<file path="config.mk">
export PLATFORM = sky130hd
export DESIGN_NAME = alu_74181_seq
export DESIGN_NICKNAME = d
export VERILOG_FILES = /design/src/rtl/alu_74181_seq.sv
export SDC_FILE = /design/constraint.sdc
export NUM_CORES = 1
export LEC_CHECK = 0
export CAP_MARGIN = 5
export CORE_MARGIN = 2
export CORE_UTILIZATION = 45
export CTS_BUF_LIST = sky130_fd_sc_hd__clkbuf_4 sky130_fd_sc_hd__clkbuf_8 sky130_fd_sc_hd__clkbuf_16
export DETAILED_ROUTE_END_ITERATION = 16
export GPL_ROUTABILITY_DRIVEN = 1
export PLACE_DENSITY = 0.79
export SYNTH_ARGS = -nofsm -noshare
export SYNTH_HDL_FRONTEND = slang
export SYNTH_SLANG_ARGS = --single-unit
</file>
<file path="constraint.sdc">
create_clock -name clk -period 4 [get_ports clk]
set_clock_uncertainty 0.2 [all_clocks]
set_input_delay 0.8 -clock clk [delete_from_list [all_inputs] [get_ports clk]]
set_output_delay 0.8 -clock clk [all_outputs]
set_load 0.05 [all_outputs]
</file>
<file path="src/rtl/alu_74181_seq.sv">
// alu_74181_seq: multi-cycle WIDTH-bit ALU built from a chain of 4-bit 74181
// slices, SLICES_PER_CYCLE slices evaluated per beat.
// Handshake: an operation is accepted when start=1 and ena=1 in IDLE.
// busy is high while the FSM is in RUN. done pulses for one enabled cycle,
// and from that cycle f/cn_out/equal are valid.
// ena=0 freezes every register, including a pending done.
module alu_74181_seq #(
    parameter int WIDTH            = 16,
    parameter int SLICES_PER_CYCLE = 1
) (
    input  logic             clk,
    input  logic             rst,
    input  logic             ena,
    input  logic             start,
    input  logic [WIDTH-1:0] a,
    input  logic [WIDTH-1:0] b,
    input  logic [3:0]       s,
    input  logic             m,
    input  logic             cn,
    output logic [WIDTH-1:0] f,
    output logic             cn_out,
    output logic             equal,
    output logic             busy,
    output logic             done
);

    localparam int BW = 4 * SLICES_PER_CYCLE;          // bits per beat
    localparam int N  = WIDTH / BW;                    // beats per operation
    localparam int CW = (N > 1) ? $clog2(N) : 1;
    localparam logic [CW-1:0] LAST = CW'(N - 1);

    typedef enum logic {
        IDLE = 1'b0,
        RUN  = 1'b1
    } state_t;

    state_t            state, state_nx;
    logic              accept, last_beat;
    logic [CW-1:0]     cnt;
    logic [WIDTH-1:0]  a_q, b_q;
    logic [3:0]        s_q;
    logic              m_q;
    logic              cn_q;        // active-low carry into the current beat
    logic              eq_acc;
    logic [BW-1:0]     a_beat, b_beat, f_beat;
    logic              carry_top;   // active-high carry out of the beat

    // One 74181 slice with active-high data. The function table reduces to
    // F = X + Y + cin (arithmetic) or F = ~(X ^ Y) (logic). Returns
    // {carry_out_active_high, f}. In logic mode the carry is forced inactive.
    function automatic logic [4:0] slice_eval(input logic [3:0] sa,
                                              input logic [3:0] sb,
                                              input logic [3:0] sel,
                                              input logic       mode,
                                              input logic       cin);
        logic [3:0] x, y;
        logic [4:0] sum;
        x   = sa | (sb & {4{sel[0]}}) | (~sb & {4{sel[1]}});
        y   = (sa & ~sb & {4{sel[2]}}) | (sa & sb & {4{sel[3]}});
        sum = {1'b0, x} + {1'b0, y} + {4'b0000, cin};
        if (mode)
            slice_eval = {1'b0, ~(x ^ y)};
        else
            slice_eval = sum;
    endfunction

    // Next-state logic: accept a start in IDLE, leave RUN on the last beat.
    always_comb begin
        state_nx  = state;
        accept    = 1'b0;
        last_beat = 1'b0;
        case (state)
            IDLE: begin
                if (ena && start) begin
                    accept   = 1'b1;
                    state_nx = RUN;
                end
            end
            RUN: begin
                if (ena && (cnt == LAST)) begin
                    last_beat = 1'b1;
                    state_nx  = IDLE;
                end
            end
            default: state_nx = IDLE;
        endcase
    end

    // State register.
    always_ff @(posedge clk or posedge rst) begin
        if (rst)
            state <= IDLE;
        else
            state <= state_nx;
    end

    assign busy = (state == RUN);

    // Beat datapath: ripple the carry through this beat's slices, LSB first.
    always_comb begin
        logic       c;
        logic [4:0] r;
        a_beat = a_q[int'(cnt) * BW +: BW];
        b_beat = b_q[int'(cnt) * BW +: BW];
        f_beat = '0;
        c      = m_q ? 1'b0 : ~cn_q;
        r      = '0;
        for (int i = 0; i < SLICES_PER_CYCLE; i++) begin
            r               = slice_eval(a_beat[i*4 +: 4], b_beat[i*4 +: 4], s_q, m_q, c);
            f_beat[i*4 +: 4] = r[3:0];
            c               = r[4];
        end
        carry_top = c;
    end

    // Operand latch, beat accumulation and result/done registers.
    always_ff @(posedge clk or posedge rst) begin
        if (rst) begin
            a_q    <= '0;
            b_q    <= '0;
            s_q    <= '0;
            m_q    <= 1'b0;
            cn_q   <= 1'b1;
            cnt    <= '0;
            eq_acc <= 1'b1;
            f      <= '0;
            cn_out <= 1'b1;
            equal  <= 1'b0;
            done   <= 1'b0;
        end else if (ena) begin
            done <= 1'b0;
            if (accept) begin
                a_q    <= a;
                b_q    <= b;
                s_q    <= s;
                m_q    <= m;
                cn_q   <= cn;
                cnt    <= '0;
                eq_acc <= 1'b1;
                f      <= '0;
            end else if (state == RUN) begin
                f[int'(cnt) * BW +: BW] <= f_beat;
                eq_acc                  <= eq_acc & (&f_beat);
                cn_q                    <= ~carry_top;
                cnt                     <= cnt + CW'(1);
                if (last_beat) begin
                    cnt    <= '0;
                    cn_out <= m_q | ~carry_top;
                    equal  <= eq_acc & (&f_beat);
                    done   <= 1'b1;
                end
            end
        end
    end

endmodule

</file>
==> results.yml, run 1 <==
timing:
  worst_slew_pin_slew_ns: 0.9101
  slew_headroom_pct: 39.24
  timing.hold.ws_ns: 0.2974
  fmax_ghz: 0.2901
  slew_viol_final: 0
  rsz0062_at_grt: "no"
  finalHoldViolCount: 0
  min_period_over_period_pct: 86.16
  worst_slack_ns: 0.5534
  period_needed_ns: 3.447
  fin_setup_tns_ns: 0
  setup_viol: 0
cts:
  cts-root-buf: "clkbuf_8"
  cts_tree: "yes"
  path_clk_slew_ns: 0.07
  post-cts-setup-buffers: 0
  cts_hold_buffers: 0
  clkLatencyLatePin_ns: 0.34
  cts_resized: 0
  h-tree-depth: 3
  numCtsBuffers: 9
  clock-sinks: 61
  clk_path_buf_depth: 2
job:
  max_cap_violations: 0
worst_setup_path:
  crit_family: "adder cells"
  critPathBufInv: 0
  crit_slowest_cell: "mux4_1"
  crit_fanout: 6
  start_kind: "flip-flop"
  crit_path_end_kind: "flip-flop"
  critPathMaxStageDelay_ns: 0.65
  arrival_ns: 3.47
  crit_top_cell: "fa_1"
  worstPathRequired_ns: 4.02
  worstPathCellList: "mux4_1 > a211o_1 > fa_1 > fa_1 > nor2_1 > xnor2_1 > and3b_1 > a32o_1"
  crit_type: "flip-flop to flip-flop"
global_route:
  grt_max_degree: 46
  grt_overflow_total: 0
  grt_pass1_vias: 2028
  track_usage_pct: 18.15
  antenna_found_initial: 0
  grt_first_pass_wirelength_mm: 10.06
placed_design:
  dp.cells: 346
  place_congestion: 0.8418
  port_buffers: 61
  post-dp-hpwl_mm: 4.323
  pre_cts_ws_ns: 0.5606
route:
  drt_pre_antenna_iters: 4
  via_per_inst: 5.475
  via_count: 1982
  routed_wirelength_mm: 5.816
  post_drt_wl_per_cell_um: 16.07
  ant_nets: 0
  drcViolationCount: 0
  drtIter0Drc: 83
layout:
  final_common_cell: "clkdlybuf4s50_1"
  drive_above_1_share_pct: 22.81
  n_antenna_cell: 0
  area_delta_synth_final_pct: 29.81
  finalNetCount: 333
  final_cells: 362
  final_cell_mix: "clkdlybuf4s50_1 (61), dfrtp_1 (58), mux2_2 (37)"
logic_synthesis:
  synth_seq_area_share_pct: 51.65
  synth_area_sq_mm: 0.002963
  synth_seq_cells: 61
  yosys_warnings: 0
  ys.flop_type: "dfrtp_1"
  yosysUniqueCellTypes: 34
  synth-async-reset-ratio_pct: 100.0
  synth_edf_count: 0
  synth_nets: 267
  synth.avg_cell_area_sq_um: 13.85
  synthCells: 214
pwr:
  peakVddDrop_uv: 603.4
  leakage_nw: 1.708
  power.density_mw_per_mm2: 924.9
floorplanning:
  io_pins: 62
  row_count: 29
  start_util_pct: 46.66
  coreArea_sq_mm: 0.006350
  die_area_sq_mm: 0.007249
  die_h_um: 85.14
  die_w_um: 85.14
outcome:
  outcome: "finished, final reports clean"
worst_hold_path:
  hp-class: "flip-flop to flip-flop"
## final cells by class
type	count	area, sq um
clock buffers	13	172.7
flip-flops and latches	61	1530
inverters	7	26.28
clock inverters	3	42.54
well taps	77	96.34
repair buffers	63	625.6
fillers	481	2504
multi-input cells	138	1353
## cell usage after synthesis, types with 2 or more instances
library cell  number  area share, %
a22o_1            16            4.7
a21oi_1            4           0.68
nor2b_1           10            2.1
dfstp_2            3            2.7
nor2_1             6           0.76
mux2_2            37             14
a211oi_1           2           0.51
a211o_1            4            1.2
mux2i_1            5            1.7
inv_1              7           0.89
a32o_1             2           0.68
o21ai_0            9            1.5
buf_2              4           0.68
and4_2             2           0.68
mux4_1             6            5.3
fa_1               2            1.4
and2_1             5            1.1
mux4_2             2            1.5
a21o_1             2           0.51
nand2_1            4           0.51
buf_4              3           0.76
ha_1               9            3.8
dfrtp_1           58             49
xnor2_1            2           0.59
## per-stage QoR
| stage | utilization (%) | cell area (sq um) | total power [mW] |
|---|---|---|---|
| 4_1_cts | 60.57 | 3846 | 3.594 |
| 3_3_place_gp | 57.18 | 3631 | 2.946 |
| 3_5_place_dp | 57.18 | 3631 | 3.001 |
| 6_report | 60.57 | 3846 | 3.558 |
| 5_1_grt | 60.57 | 3846 | 3.830 |
| 2_1_floorplan | - | 2963 | 2.484 |
## kinds of logic (layout without fill, tap and decap cells)
logic type | after synthesis | in the layout | share of synthesized area, %
adders and majority gates | 11 | 11 | 5.152
AOI/OAI and AO/OA | 41 | 41 | 10.43
xor gates and xnor gates | 2 | 2 | 0.5913
and+or+nand+nor | 34 | 34 | 6.884
muxes | 50 | 50 | 22.59
buffers and inverters | 15 | 86 | 2.703
DFF | 61 | 61 | 51.65
## report_power, final
part	internal (mW)	leakage, nW	total, mW	switching, mW
combinational	0.844	0.838	1.85	1.01
sequential	0.913	0.761	1.13	0.216
clock	0.345	0.109	0.575	0.231
## flip-flops by register name, indices dropped and copies added, names as in the netlist
signal	flops
cnt	2
a_q	16
f	16
busy	1
done	1
b_q	16
eq_acc	1
s_q	4
cn_q	1
cn_out	1
equal	1
m_q	1
## path summary, 6_finish.rpt
check | startpoint | endpoint | slack [ns] | cells after the start
max | cnt[0] | equal | 0.55 | 8
min | equal | equal | 0.30 | 1
max reg2reg | cnt[0] | equal | 0.55 | 8
min reg2reg | equal | equal | 0.30 | 1
max in group asynchronous | rst | a_q[5] | 2.04 | 3
min in group asynchronous | rst | f[4] | 0.79 | 2
## layer usage
metal / vias up / global-route usage [%] / wire length [um]
li1: 933 / - / -
met1: 965 / 25.10 / 2721
met2: 76 / 26.99 / 2633
met3: 8 / 5.934 / 381
met4: 0 / 6.494 / 79
met5: - / 0 / 0
(Power assumes the default switching activity.)
==> run 2: changes to the inputs <==
- REMOVE_ABC_BUFFERS: not set -> 1
==> run 2 against run 1 <==
- global-route usage down 0.53 points
- cell area down 1.2%
- first-iteration DRC count down 67%
- critical path depth unchanged
- count of clock-buffer cells in the layout down 3
- core utilization down 0.75 points
- sequential share of layout area up 0.50 points
- fmax up 2.5%
- worst setup slack better by 0.085 ns
- critical path type unchanged
- largest cell class unchanged
- largest power group unchanged
==> results.yml, run 2 (synthesis results as in run 1) <==
cts:
  numCtsBuffers: 9
  clkLatencyLatePin_ns: 0.33
  cts_tree: "yes"
  clk_path_buf_depth: 2
  clock-sinks: 61
  cts_hold_buffers: 0
  path_clk_slew_ns: 0.07
  h-tree-depth: 3
  cts_resized: 0
  cts-root-buf: "clkbuf_8"
  post-cts-setup-buffers: 0
worst_setup_path:
  crit_slowest_cell: "mux4_1"
  crit_path_end_kind: "flip-flop"
  reg2reg_from: "cnt[0]"
  cp-startpoint: "cnt[0]"
  r2r_cells: 8
  crit_top_cell: "fa_1"
  start_kind: "flip-flop"
  arrival_ns: 3.43
  worstPathRequired_ns: 4.06
  reg2reg_slack_ns: 0.64
  r2r-end: "equal"
  crit_fanout: 3
  critPathMaxStageDelay_ns: 0.63
  worstPathCellList: "mux4_1 > a211o_1 > fa_1 > fa_1 > inv_1 > o32ai_1 > and3b_1 > a32o_1"
  endpoint: "equal"
  crit_type: "flip-flop to flip-flop"
timing:
  rsz0062_at_grt: "no"
  fin_setup_tns_ns: 0
  slew_headroom_pct: 31.91
  fmax_ghz: 0.2974
  finalHoldViolCount: 0
  slew_viol_final: 0
  min_period_over_period_pct: 84.05
  worst_slack_ns: 0.6381
  setup_viol: 0
  period_needed_ns: 3.362
  worst_slew_pin_slew_ns: 1.020
pwr:
  leakage_nw: 1.693
  peakVddDrop_uv: 611.7
  power.density_mw_per_mm2: 907.2
job:
  max_cap_violations: 0
global_route:
  grt_overflow_total: 0
  grt_max_degree: 51
  grt_first_pass_wirelength_mm: 9.880
  track_usage_pct: 17.62
  antenna_found_initial: 0
  grt_pass1_vias: 2066
layout:
  n_antenna_cell: 0
  drive_above_1_share_pct: 22.81
  largest_registers: "a_q (16), b_q (16), f (16)"
  n_fill_cell: 541
  final_common_cell: "clkdlybuf4s50_1"
  finalNetCount: 334
  regArea_sq_mm: 0.001530
  final_cell_mix: "clkdlybuf4s50_1 (61), dfrtp_1 (58), mux2_2 (37)"
  multiInputGateArea_sq_mm: 0.001353
  area_delta_synth_final_pct: 28.21
route:
  post_drt_wl_per_cell_um: 16.22
  ant_nets: 0
  via_count: 1997
  drcViolationCount: 0
  drtIter0Drc: 27
  via_per_inst: 5.517
  routed_wirelength_mm: 5.872
  drt_pre_antenna_iters: 4
placed_design:
  post-dp-hpwl_mm: 4.348
  port_buffers: 61
  place_congestion: 0.8338
  pre_cts_ws_ns: 0.6693
floorplanning:
  die_area_sq_mm: 0.007249
  io_pins: 62
  start_util_pct: 46.66
  die_w_um: 85.14
  die_h_um: 85.14
  row_count: 29
  coreArea_sq_mm: 0.006350
worst_hold_path:
  hold_depth: 2
  hp-class: "flip-flop to flip-flop"
outcome:
  outcome: "finished, final reports clean"
[run 2: how the worst min path moves through the flow]
stage / start / end
3_3_place_gp: cn_out / cn_out
4_1_cts: cn_out / cn_out
5_1_grt: cn_out / cn_out
3_5_place_dp: cn_out / cn_out
6_report: cn_out / cn_out
2_1_floorplan: a_q[4] / a_q[4]
[run 2: power by group]
group / total [mW] / switching [mW] / internal (mW)
Combinational: 1.89 / 1.04 / 0.849
Sequential: 1.11 / 0.194 / 0.912
Clock: 0.453 / 0.229 / 0.224
Total: 3.45 / 1.46 / 1.99
[run 2: worst max-delay path, delay by kind of cell (launching register included)]
family | cells | cell delay [ns]
fa+ha+maj | 2 | 0.97
compound gates | 3 | 0.85
mux | 1 | 0.63
flops | 1 | 0.39
simple gates | 1 | 0.21
buf+inv | 1 | 0.05
[run 2: layout make-up]
cell class	count	share of cell area, %
sequential	61	40.28
multi-input combinational	138	35.61
timing repair buffer	64	16.67
clock buffer	10	3.459
tap	77	2.536
clock inverter	5	0.7576
inverter	7	0.6917
[run 2: metrics by stage]
stage	util (%)	instances	power (mW)	hold slack [ns]	instance area (sq um)
CTS	59.82	362	3.474	0.2883	3799
floorplan	-	206	2.457	0.2705	2909
global route	59.82	362	3.684	0.3038	3799
detailed placement	57.30	347	3.008	0.2787	3638
finish	59.82	362	3.446	0.2826	3799
global placement	57.30	347	2.945	0.2768	3638
[run 2: layer usage]
layer,vias to the layer above,global-route usage [%],wire [um]
li1,931,-,-
met1,993,22.82,2567
met2,63,27.98,2806
met3,10,5.253,370
met4,0,6.926,127
met5,-,0,0
==> run 3: changes to the inputs <==
- PLACE_DENSITY: 0.79 -> 0.82
- clock period: 4 -> 2.9 ns (I/O delays scaled with it)
==> run 3 against run 2 <==
- the run now ends with negative setup slack left
- sequential share of layout area fell by 2.5 points
- cell area rose by 6.8%
- die area did not move
- cell count rose by 3.6%
- core utilization rose by 4.1 points
- critical path type unchanged
- critical endpoint unchanged
- largest cell class unchanged
==> results.yml, run 3 (synthesis results as in run 1) <==
route:
  drt_pre_antenna_iters: 4
  via_per_inst: 5.392
  drcViolationCount: 0
  via_count: 2022
  ant_nets: 0
  routed_wirelength_mm: 6.333
  drtIter0Drc: 114
  post_drt_wl_per_cell_um: 16.89
layout:
  n_antenna_cell: 0
  drive_above_1_share_pct: 31.21
  final_util_pct: 63.88
  n_fill_cell: 475
  finalNetCount: 347
  multiInputGateArea_sq_mm: 0.001425
  largest_registers: "a_q (16), b_q (16), f (16)"
  regArea_sq_mm: 0.001531
  final_cell_mix: "clkdlybuf4s50_1 (61), dfrtp_1 (57), mux2_2 (37)"
  area_delta_synth_final_pct: 36.91
  final_common_cell: "clkdlybuf4s50_1"
  fin_area_sq_mm: 0.004056
timing:
  worst_slew_pin_slew_ns: 0.5634
  rsz0062_at_grt: "yes"
  setup_viol: 11
  fin_setup_tns_ns: -0.6427
  slew_viol_final: 0
  min_period_over_period_pct: 105.1
  fmax_ghz: 0.3282
  worst_slack_ns: -0.1467
  period_needed_ns: 3.047
  finalHoldViolCount: 0
  timing.hold.ws_ns: 0.2675
  slew_headroom_pct: 62.39
worst_setup_path:
  critPathMaxStageDelay_ns: 0.55
  critPathBufInv: 1
  worstPathCellList: "mux4_2 > a211o_1 > fa_2 > fa_1 > inv_2 > o32ai_2 > and3b_1 > a32o_1"
  arrival_ns: 3.12
  r2r-end: "equal"
  reg2reg_slack_ns: -0.15
  crit_type: "flip-flop to flip-flop"
  worstPathRequired_ns: 2.98
  path_depth: 8
  crit_fanout: 4
  start_kind: "flip-flop"
  reg2reg_from: "cnt[0]"
  crit_family: "adder cells"
  crit_slowest_cell: "mux4_2"
  cp-startpoint: "cnt[0]"
  crit_path_end_kind: "flip-flop"
  r2r_cells: 8
  endpoint: "equal"
cts:
  cts_hold_buffers: 0
  clkLatencyLatePin_ns: 0.34
  path_clk_slew_ns: 0.06
  cts-root-buf: "clkbuf_8"
  clock-sinks: 61
  h-tree-depth: 3
  numCtsBuffers: 9
  clk_path_buf_depth: 2
  cts_tree: "yes"
global_route:
  track_usage_pct: 18.73
  grt_first_pass_wirelength_mm: 10.42
  grt_pass1_vias: 2143
  grt_overflow_total: 0
  antenna_found_initial: 0
  grt_max_degree: 38
floorplanning:
  start_util_pct: 46.66
  row_count: 29
  die_h_um: 85.14
  die_w_um: 85.14
  die_area_sq_mm: 0.007249
  io_pins: 62
  coreArea_sq_mm: 0.006350
placed_design:
  post_dp_cell_area_sq_mm: 0.003739
  place_congestion: 0.8446
  port_buffers: 61
  post-dp-hpwl_mm: 4.547
pwr:
  peakVddDrop_uv: 802.9
  power.density_mw_per_mm2: 1405
  leakage_nw: 1.786
worst_hold_path:
  hp-class: "flip-flop to flip-flop"
outcome:
  violations: "negative setup slack"
  outcome: "finished, violations left"
job:
  max_cap_violations: 0
-- run 3: changes by cell type in the layout (fill, tap and decap cells not counted), sizes merged --
| cell | before | now |
|---|---|---|
| bufinv | 0 | 2 |
| clkbuf | 10 | 11 |
| clkinvlp | 0 | 1 |
| buf | 3 | 16 |
| clkinv | 5 | 1 |
-- run 3: report_power, final --
group | total (mW) | internal [mW] | switching, mW
clock | 0.833 | 0.511 | 0.323
sequential | 1.52 | 1.26 | 0.258
combinational | 3.35 | 1.63 | 1.72
total | 5.70 | 3.40 | 2.30
-- run 3: how the worst min path moves through the flow --
stage | slack (ns) | from | end | depth (start not counted)
CTS | 0.29 | cn_out | cn_out | 2
global placement | 0.27 | cn_out | cn_out | 2
detailed placement | 0.28 | cn_out | cn_out | 2
finish | 0.27 | cn_out | cn_out | 2
floorplan | 0.27 | a_q[4] | a_q[4] | 1
global route | 0.29 | cn_out | cn_out | 2
-- run 3: metal layers --
layer	part of all wire, %	vias to the layer above	track usage, %
li1	-	955	-
met1	43	994	22.96
met2	51	66	31.25
met3	5.1	7	6.226
met4	1.3	0	6.205
met5	0	-	0
-- run 3: what timing repair did --
| action | in CTS | in global routing |
|---|---|---|
| cloned | 0 | 0 |
| setup buffers | 1 | 2 |
| endpoints found under the setup margin | 16 | 16 |
| pin swaps | 9 | 4 |
| gates resized for setup | 9 | 11 |
-- run 3: stage by stage --
stage          total power, mW  setup WS (ns)  cells
6_report                 5.700        -0.1467    375
5_1_grt                  6.051        -0.2488    375
4_1_cts                  5.370        -0.1366    373
3_5_place_dp             4.377        -0.4952    357
3_3_place_gp             4.279        -0.3952    357
2_1_floorplan            3.389        -0.5746    206
-- run 3: worst reg2reg max path, cell delays in order (launching register included) --
cell     delay, ns
dfrtp_2       0.41
mux4_2        0.55
a211o_1       0.32
fa_2          0.36
fa_1          0.50
inv_2         0.05
o32ai_2       0.24
and3b_1       0.20
a32o_1        0.15
-- run 3: layout make-up --
cell class | count | share of cell area, %
well taps | 77 | 2.375
flip-flops and latches | 61 | 37.75
multi-input cells | 138 | 35.13
repair buffers | 77 | 18.72
clock inverters | 4 | 1.789
inverters | 7 | 0.6477
clock buffers | 11 | 3.578
